**config.mk**
```make
export PLATFORM = sky130hd
export DESIGN_NAME = a51_stream_decrypt
export DESIGN_NICKNAME = d
export VERILOG_FILES = /design/src/rtl/a51_pkg.sv /design/src/rtl/a51_keystream_gen.sv /design/src/rtl/a51_stream_decrypt.sv
export SDC_FILE = /design/constraint.sdc
export NUM_CORES = 1
export LEC_CHECK = 0
export BUFFER_PORTS_ARGS = -buffer_cell sky130_fd_sc_hd__buf_2
export CAP_MARGIN = 0
export CORE_MARGIN = 10
export CORE_UTILIZATION = 45
export CTS_BUF_LIST = sky130_fd_sc_hd__clkbuf_8 sky130_fd_sc_hd__clkbuf_16
export CTS_CLUSTER_DIAMETER = 80
export DETAILED_ROUTE_END_ITERATION = 8
export PLACE_DENSITY = 0.68
export SYNTH_ARGS = -nofsm -noshare
export SYNTH_HDL_FRONTEND = slang
export SYNTH_SLANG_ARGS = --single-unit
```
**constraint.sdc**
```tcl
create_clock -name clk -period 4.4 [get_ports clk]
set_clock_uncertainty 0.1 [all_clocks]
set_input_delay 0.66 -clock clk [delete_from_list [all_inputs] [get_ports clk]]
set_output_delay 0.66 -clock clk [all_outputs]
set_load 0.1 [all_outputs]
```
**src/rtl/a51_pkg.sv**
```systemverilog
// Shared constants, state encoding and helpers for the A5/1 stream decryptor.
// LFSR geometry follows the GSM A5/1 definition: three registers with majority clocking.
package a51_pkg;

    localparam int R1_LEN = 19;
    localparam int R2_LEN = 22;
    localparam int R3_LEN = 23;

    localparam logic [R1_LEN-1:0] R1_TAPS = 19'h72000;
    localparam logic [R2_LEN-1:0] R2_TAPS = 22'h300000;
    localparam logic [R3_LEN-1:0] R3_TAPS = 23'h700080;

    localparam int R1_CLK = 8;
    localparam int R2_CLK = 10;
    localparam int R3_CLK = 10;

    localparam int KEY_CYCLES   = 64;
    localparam int FRAME_CYCLES = 22;
    localparam int WARM_CYCLES  = 100;
    localparam int BYTE_CYCLES  = 8;

    // Wide enough for the longest phase (warm-up).
    localparam int CNT_W = 7;

    typedef enum logic [2:0] {
        IDLE,
        KEYLD,
        FRMLD,
        WARM,
        WAIT_CT,
        GEN,
        OUT,
        FIN
    } a51_state_e;

    function automatic logic majority(input logic a, input logic b, input logic c);
        return (a & b) | (a & c) | (b & c);
    endfunction

endpackage

```
**src/rtl/a51_keystream_gen.sv**
```systemverilog
// A5/1 LFSR core: unconditional stepping with bit injection during keying,
// majority-clocked stepping during warm-up and keystream generation.
module a51_keystream_gen
    import a51_pkg::*;
(
    input  logic clk,
    input  logic reset,
    input  logic clear,
    input  logic load_step,
    input  logic maj_step,
    input  logic load_bit,
    output logic ks_bit
);

    logic [R1_LEN-1:0] r1, r1_nxt, r1_stp;
    logic [R2_LEN-1:0] r2, r2_nxt, r2_stp;
    logic [R3_LEN-1:0] r3, r3_nxt, r3_stp;
    logic              maj;

    assign r1_stp = {r1[R1_LEN-2:0], ^(r1 & R1_TAPS)};
    assign r2_stp = {r2[R2_LEN-2:0], ^(r2 & R2_TAPS)};
    assign r3_stp = {r3[R3_LEN-2:0], ^(r3 & R3_TAPS)};
    assign maj    = majority(r1[R1_CLK], r2[R2_CLK], r3[R3_CLK]);

    always_comb begin
        r1_nxt = r1;
        r2_nxt = r2;
        r3_nxt = r3;
        if (load_step) begin
            r1_nxt = {r1_stp[R1_LEN-1:1], r1_stp[0] ^ load_bit};
            r2_nxt = {r2_stp[R2_LEN-1:1], r2_stp[0] ^ load_bit};
            r3_nxt = {r3_stp[R3_LEN-1:1], r3_stp[0] ^ load_bit};
        end else if (maj_step) begin
            if (r1[R1_CLK] == maj) r1_nxt = r1_stp;
            if (r2[R2_CLK] == maj) r2_nxt = r2_stp;
            if (r3[R3_CLK] == maj) r3_nxt = r3_stp;
        end
    end

    // Keystream is taken from the post-step state so it lines up with this cycle's shift.
    assign ks_bit = r1_nxt[R1_LEN-1] ^ r2_nxt[R2_LEN-1] ^ r3_nxt[R3_LEN-1];

    always_ff @(posedge clk or posedge reset) begin
        if (reset) begin
            r1 <= '0;
            r2 <= '0;
            r3 <= '0;
        end else if (clear) begin
            r1 <= '0;
            r2 <= '0;
            r3 <= '0;
        end else begin
            r1 <= r1_nxt;
            r2 <= r2_nxt;
            r3 <= r3_nxt;
        end
    end

endmodule

```
**src/rtl/a51_stream_decrypt.sv**
```systemverilog
// Byte-stream A5/1 decryptor: keys the LFSRs from key/frame, warms up, then
// XORs each accepted ciphertext byte (MSB first) with eight keystream bits.
module a51_stream_decrypt
    import a51_pkg::*;
#(
    parameter int LEN_W = 16
) (
    input  logic             clk,
    input  logic             reset,
    input  logic             start,
    input  logic [63:0]      key,
    input  logic [21:0]      frame,
    input  logic [LEN_W-1:0] len,
    input  logic             ct_valid,
    output logic             ct_ready,
    input  logic [7:0]       ct_data,
    output logic             pt_valid,
    input  logic             pt_ready,
    output logic [7:0]       pt_data,
    output logic             busy,
    output logic             done
);

    a51_state_e       state, state_nxt;
    logic [CNT_W-1:0] cnt;
    logic             cnt_last;
    logic             counting;
    logic [63:0]      key_q;
    logic [21:0]      frame_q;
    logic [LEN_W-1:0] remain;
    logic [7:0]       byte_sr;
    logic             clear, load_step, maj_step, load_bit, ks_bit;
    logic             ct_fire;

    assign clear     = (state == IDLE) && start && (len != '0);
    assign load_step = (state == KEYLD) || (state == FRMLD);
    assign maj_step  = (state == WARM) || (state == GEN);
    assign load_bit  = (state == KEYLD) ? key_q[cnt[5:0]] : frame_q[cnt[4:0]];
    assign counting  = load_step || maj_step;
    assign ct_fire   = (state == WAIT_CT) && ct_valid;

    always_comb begin
        cnt_last = 1'b0;
        case (state)
            KEYLD:   cnt_last = (cnt == CNT_W'(KEY_CYCLES - 1));
            FRMLD:   cnt_last = (cnt == CNT_W'(FRAME_CYCLES - 1));
            WARM:    cnt_last = (cnt == CNT_W'(WARM_CYCLES - 1));
            GEN:     cnt_last = (cnt == CNT_W'(BYTE_CYCLES - 1));
            default: cnt_last = 1'b0;
        endcase
    end

    always_comb begin
        state_nxt = state;
        case (state)
            IDLE: begin
                if (start) state_nxt = (len == '0) ? FIN : KEYLD;
            end
            KEYLD:   if (cnt_last) state_nxt = FRMLD;
            FRMLD:   if (cnt_last) state_nxt = WARM;
            WARM:    if (cnt_last) state_nxt = WAIT_CT;
            WAIT_CT: if (ct_valid) state_nxt = GEN;
            GEN:     if (cnt_last) state_nxt = OUT;
            OUT: begin
                if (pt_ready) state_nxt = (remain == LEN_W'(1)) ? FIN : WAIT_CT;
            end
            FIN:     state_nxt = IDLE;
            default: state_nxt = IDLE;
        endcase
    end

    assign ct_ready = (state == WAIT_CT);
    assign pt_valid = (state == OUT);
    assign busy     = (state != IDLE);
    assign done     = (state == FIN);
    assign pt_data  = byte_sr;

    a51_keystream_gen u_ksg (
        .clk       (clk),
        .reset     (reset),
        .clear     (clear),
        .load_step (load_step),
        .maj_step  (maj_step),
        .load_bit  (load_bit),
        .ks_bit    (ks_bit)
    );

    always_ff @(posedge clk or posedge reset) begin
        if (reset) begin
            state   <= IDLE;
            cnt     <= '0;
            remain  <= '0;
            byte_sr <= '0;
        end else begin
            state <= state_nxt;
            // The counter restarts on every phase change so each phase counts from zero.
            if (state_nxt != state) begin
                cnt <= '0;
            end else if (counting) begin
                cnt <= cnt + CNT_W'(1);
            end
            if ((state == IDLE) && start) begin
                remain <= len;
            end else if ((state == OUT) && pt_ready) begin
                remain <= remain - LEN_W'(1);
            end
            if (ct_fire) begin
                byte_sr <= ct_data;
            end else if (state == GEN) begin
                byte_sr <= {byte_sr[6:0], byte_sr[7] ^ ks_bit};
            end
        end
    end

    // Session parameters are data only; they are captured once per start.
    always_ff @(posedge clk) begin
        if (clear) begin
            key_q   <= key;
            frame_q <= frame;
        end
    end

endmodule

```
# Word-level counts from Yosys, hierarchy flattened
# Cells that the tools add are included.
[word_totals] input_bits=115 regBits=184
[classes] n_lt_le_gt_ge=2 n_mux=34 addsub=2 bitwise_logic=11 n_reduce_logical=24 n_eq_ne=16
[ops] cell="2-to-1 mux 23 bit" count=4
[ops] cell="2-to-1 mux 22 bit" count=4
[ops] cell="2-to-1 mux 19 bit" count=4
[ops] cell="2-to-1 mux 16 bit" count=2
[ops] cell="2-to-1 mux 3 bit" count=8
[ops] cell="case mux 3 bit (8 select lines)" count=1
[ops] cell="parity 23 bit" count=1
[ops] cell="parity 22 bit" count=1
[ops] cell="parity 19 bit" count=1
[ops] cell="equality test 16 x 1 -> 1 bit, second input constant" count=1
[ops] cell="zero test 16 bit" count=1
[ops] cell="2-to-1 mux 8 bit" count=2
[ops] cell="nonzero test 16 bit" count=1
[ops] cell="subtractor 16 x 1 -> 16 bit, second input constant" count=1
[ops] cell="nonzero test 3 bit" count=5
[ops] cell="2-to-1 mux 7 bit" count=2
[ops] cell="equality test 3 bit, second input constant" count=4
[ops] cell="adder 7 x 1 -> 7 bit, second input constant" count=1
[ops] cell="equality test 7 x 3 -> 1 bit, second input constant" count=1
[ops] cell="equality test 7 x 5 -> 1 bit, second input constant" count=1
[ops] cell="equality test 7 x 6 -> 1 bit, second input constant" count=1
[ops] cell="equality test 7 bit, second input constant" count=1
[ops] cell="less-than comparator 6 x 7 -> 1 bit, second input constant" count=1
[ops] cell="binary-select mux 1 bit (select 6 bit)" count=1
[ops] cell="17 further kinds" count=39

# Longest topological paths before layout
[depth] ltp_word=12 mapped_depth=9 ltp_nobuf=8

# Hierarchy
# From an unflattened synthesis, not the netlist that was laid out.
[hier_totals] cells_unflattened=679 hier_area_um2=8126.5
[by_module_without_submodules] mod="a51_stream_decrypt" n_inst=1 area_per_inst_um2=5356.4 cells_each=384 seq_area_each_um2=3433.3
[by_module_without_submodules] mod="a51_keystream_gen" n_inst=1 area_per_inst_um2=2770.2 cells_each=295 seq_area_each_um2=1601.5

# Worst setup path after synthesis
# Ideal clock, no wire load.
[synth_timing] path_type="reg2reg" from="reg state[0]" to="reg frame_q[0] (enable)" period_less_slack_ns=4.590 t_arrival_ns=4.006 path_slack_ns=-0.190 path_stages_with_launch=7 path_cell_list="dfrtp_1 nor2_1 and3_1 clkbuf_1 and2_1 buf_2 buf_1"
[synth_between] elab_chain_cells=3
[synth_rtl] item="start: declaration" line_no="a51_stream_decrypt.sv:24" source="a51_state_e state, state_nxt;"
[synth_rtl] item="start signal: assignment" line_no="a51_stream_decrypt.sv:95" source="state <= state_nxt;"
[synth_rtl] item="zero test 3 bit" line_no="a51_stream_decrypt.sv:35" source="assign clear = (state == IDLE) && start && (len != '0);"
[synth_rtl] item="logical AND 1 bit (2 in a row)" line_no="a51_stream_decrypt.sv:35"
[synth_rtl] item="via clear" line_no="a51_stream_decrypt.sv:32" source="logic clear, load_step, maj_step, load_bit, ks_bit;"
[synth_rtl] item="end signal: assignment" line_no="a51_stream_decrypt.sv:119" source="frame_q <= frame;"
[synth_rtl] item="end: declaration" line_no="a51_stream_decrypt.sv:29" source="logic [21:0] frame_q;"
# The timed path passes the listed nets, and every way through them passes these cells.
# A chain may end at the register's enable or synchronous reset.

# Final worst setup path
[layout_timing] from="reg state[1]" to="reg key_q[23] (enable)"
[layout_between] elab_chain_cells=3
[layout_rtl] item="zero test 3 bit" line_no="a51_stream_decrypt.sv:35"
[layout_rtl] item="logical AND 1 bit (2 in a row)" line_no="a51_stream_decrypt.sv:35"
[layout_rtl] item="end signal: assignment" line_no="a51_stream_decrypt.sv:118" source="key_q <= key;"
[layout_rtl] item="end: declaration" line_no="a51_stream_decrypt.sv:28" source="logic [63:0] key_q;"
# No other way between the ends.

==> metrics.txt <==
status finished, final reports clean; adder-cell share of the synthesized area 1.024%; Worst Setup End Kind flip-flop; slowest stage delay, CP 0.69 ns; DP Cell Count 1008; WP data arrival 3.51 ns; pre-CTS setup slack 0.9339 ns; die height 155.9 µm; full die area 24300 µm²; crit-path max FO 54; critical path class flip-flop to flip-flop; Congestion Overflow GR 0; Setup TNS 0 ns; Starting DRT DRC Count 458; initial antenna violation count 0; crit-path leading delay family simple AND/OR/NAND/NOR gates; total power 5.353 mW; antenna-violating nets left 0; Yosys warnings 0; Synth-to-Final Area Change 17.04%; R2R Setup Slk 0.91 ns; flops & latches, synth 184; slowest CP cell nor2_1; Final WS setup 0.9055 ns; Skew-Pair Late Insertion Delay 0.43 ns; Die W 155.9 µm; DP HPWL 13.34 mm; max_cap viols 0; Core Region 18090 µm²; multiplexer area fraction after synthesis 11.08%; Post-Syn Nets 800; CTS tree yes; largest family of logic cells by synthesized area simple AND/OR/NAND/NOR gates; Final Hold Fails 0; asr flop ratio synth 53.26%; cell area after synthesis 8310 µm²; Starting Density 45.95%; Final #Nets 919; EDFF count, synth 86; Synth area leader edfxtp_1; critical-path cell list nor2_1, and3_1, and2_4, buf_12; clock slew at reported path FFs 0.07 ns; DRC 0; CP bufs+invs 1; R2R depth 4; Yosys top cell area share 31.07%; dominant synthesized flop cell dfrtp_1; Unique masters post-synth 58; Gate Count Post-Synth 679; CP Launch Type flip-flop; vias in the first global route 6003; post-synthesis xor/xnor area fraction 1.792%; largest net degree at the start of global routing 72; # rows 49; Post-CTS Repair Setup Buffers 0; Worst Hold Class primary input to asynchronous set/reset pin; ranking of synthesized cells by area edfxtp_1 (31%), dfrtp_1 (30%), mux2i_1 (6.0%), nand2_1 (4.2%), nor2_1 (2.9%); vias post-DR 5799; post-cts sizing count 0; Ant. Diodes 0; simple logic cell fraction of the synthesized area 13.20%; Max-slew headroom 38.58%; Final Critical Period 3.495 ns; Tot GR Track Use 15.61%; Worst-Margin Slew 0.9212 ns; CTS H-tree lvls 4; aggregate routed wire length 18.68 mm; non-filler cells in the finished layout 1040; Pwr Density 550.4 nW/µm²; Root Buffer clkbuf_16; syn_area_per_cell 12.24 µm²; number of detailed-route iterations in the first pass 5; Peak VDD IR 0.0003490 V; Num CTS Buffers 17; Ports 127; Worst R2R End key_q[23]; # setup viols final 0; Max Fclk 286.2 MHz; Critical Path RT 4.41 ns; Pleak 4.302 nW; Compound-Gate Fraction of Synth Area 9.771%; RSZ-0062 raised after global routing false; Post-Route Utilization 53.78%; Final Slew Violations 0; IO buf count 126; share of cells above drive strength 1 23.67%; drt wl/cell 17.96 µm; Post-CTS Hold Buffers 0; Final GP Congestion 0.8489; first-pass GRT wire length 30.64 mm; routed vias/inst 5.576; worst reg2reg startpoint state[1]; clock sink count 184; crit path from state[1]; period utilization 79.42%; register area share after synthesis 60.58%; Max Buffers Root-to-Sink 2
## registers in the layout (all words and copies together), names as in the netlist
signal and flops:
pt_data 8, cnt 7, frame_q 22, u_ksg.r1 19
remain 16, key_q 64, u_ksg.r2 22, state 3
u_ksg.r3 23
## worst max path at each step
stage	endpoint	slack, ns	depth (start not counted)
after floorplan	frame_q[0]	0.12	6
after global placement	frame_q[2]	1.06	4
after detailed placement	key_q[16]	0.93	4
after CTS	key_q[30]	0.92	4
after global routing	frame_q[0]	0.69	4
final	key_q[23]	0.91	4
## kinds of logic after synthesis
group	count (synthesis)
AO/OA/AOI/OAI	114
multiplexers	72
adder cells (fa/ha/maj)	7
XOR/XNOR	17
buffers and inverters	47
flip-flops	184
AND/OR/NAND/NOR	238
## synth_stat cells (all sizes together) (5+ instances only)
cell / number
ha: 6
a21o: 5
a221o: 9
inv: 10
buf: 22
mux2: 9
nor3: 12
o211ai: 7
nand3: 13
dfrtp: 98
o21ai: 13
nor4: 8
and2: 6
nor2: 65
a22oi: 11
nand2: 92
xnor2: 13
a21oi: 35
nand2b: 8
mux4: 13
edfxtp: 86
nand4: 5
clkbuf: 15
mux2i: 50
and3: 5
nor2b: 6
## cell usage in the layout, fill, tap and decap left out, drive strengths merged, types with 17 or more instances in the layout
cell type,n
buf,137
dfrtp,98
nand2,92
edfxtp,86
nor2,65
mux2i,50
a21oi,35
clkbuf,17
inv,17
## worst reg2reg max path: cells and delay by family (launching register included)
kind | cells | cell delay, ns
buffers and inverters | 1 | 0.35
and+or+nand+nor | 3 | 2.04
DFF | 1 | 0.67
## per-stage QoR
stage               hold slack (ns)  instance area (µm²)
floorplan                    0.3496                 8315
global placement             0.3795                 9183
detailed placement           0.3847                 9183
CTS                          0.1668                 9727
global route                 0.1758                 9727
finish                       0.1461                 9727
## routing by layer
layer | part of all wire [%] | global-route usage (%) | vias up
li1 | - | - | 2744
met1 | 45 | 20.53 | 2846
met2 | 46 | 23.82 | 189
met3 | 7.4 | 4.852 | 20
met4 | 1.6 | 5.755 | 0
met5 | 0 | 0 | -
## power by group
group	leakage (nW)	internal [mW]	switching (mW)	total [mW]
sequential	2.04	2.17	0.357	2.53
combinational	1.99	0.698	0.698	1.40
clock	0.264	0.736	0.690	1.43
total	4.30	3.61	1.75	5.35
## area by class of cell
type                    instances  area, µm²
clock inverters                15      118.9
well taps                     229      286.5
multi-input cells             448       3097
clock buffers                  17      425.4
repair buffers                137      725.7
inverters                      10      38.79
flip-flops and latches        184       5035
fillers                      1523       8359
(Power assumes the default switching activity.)
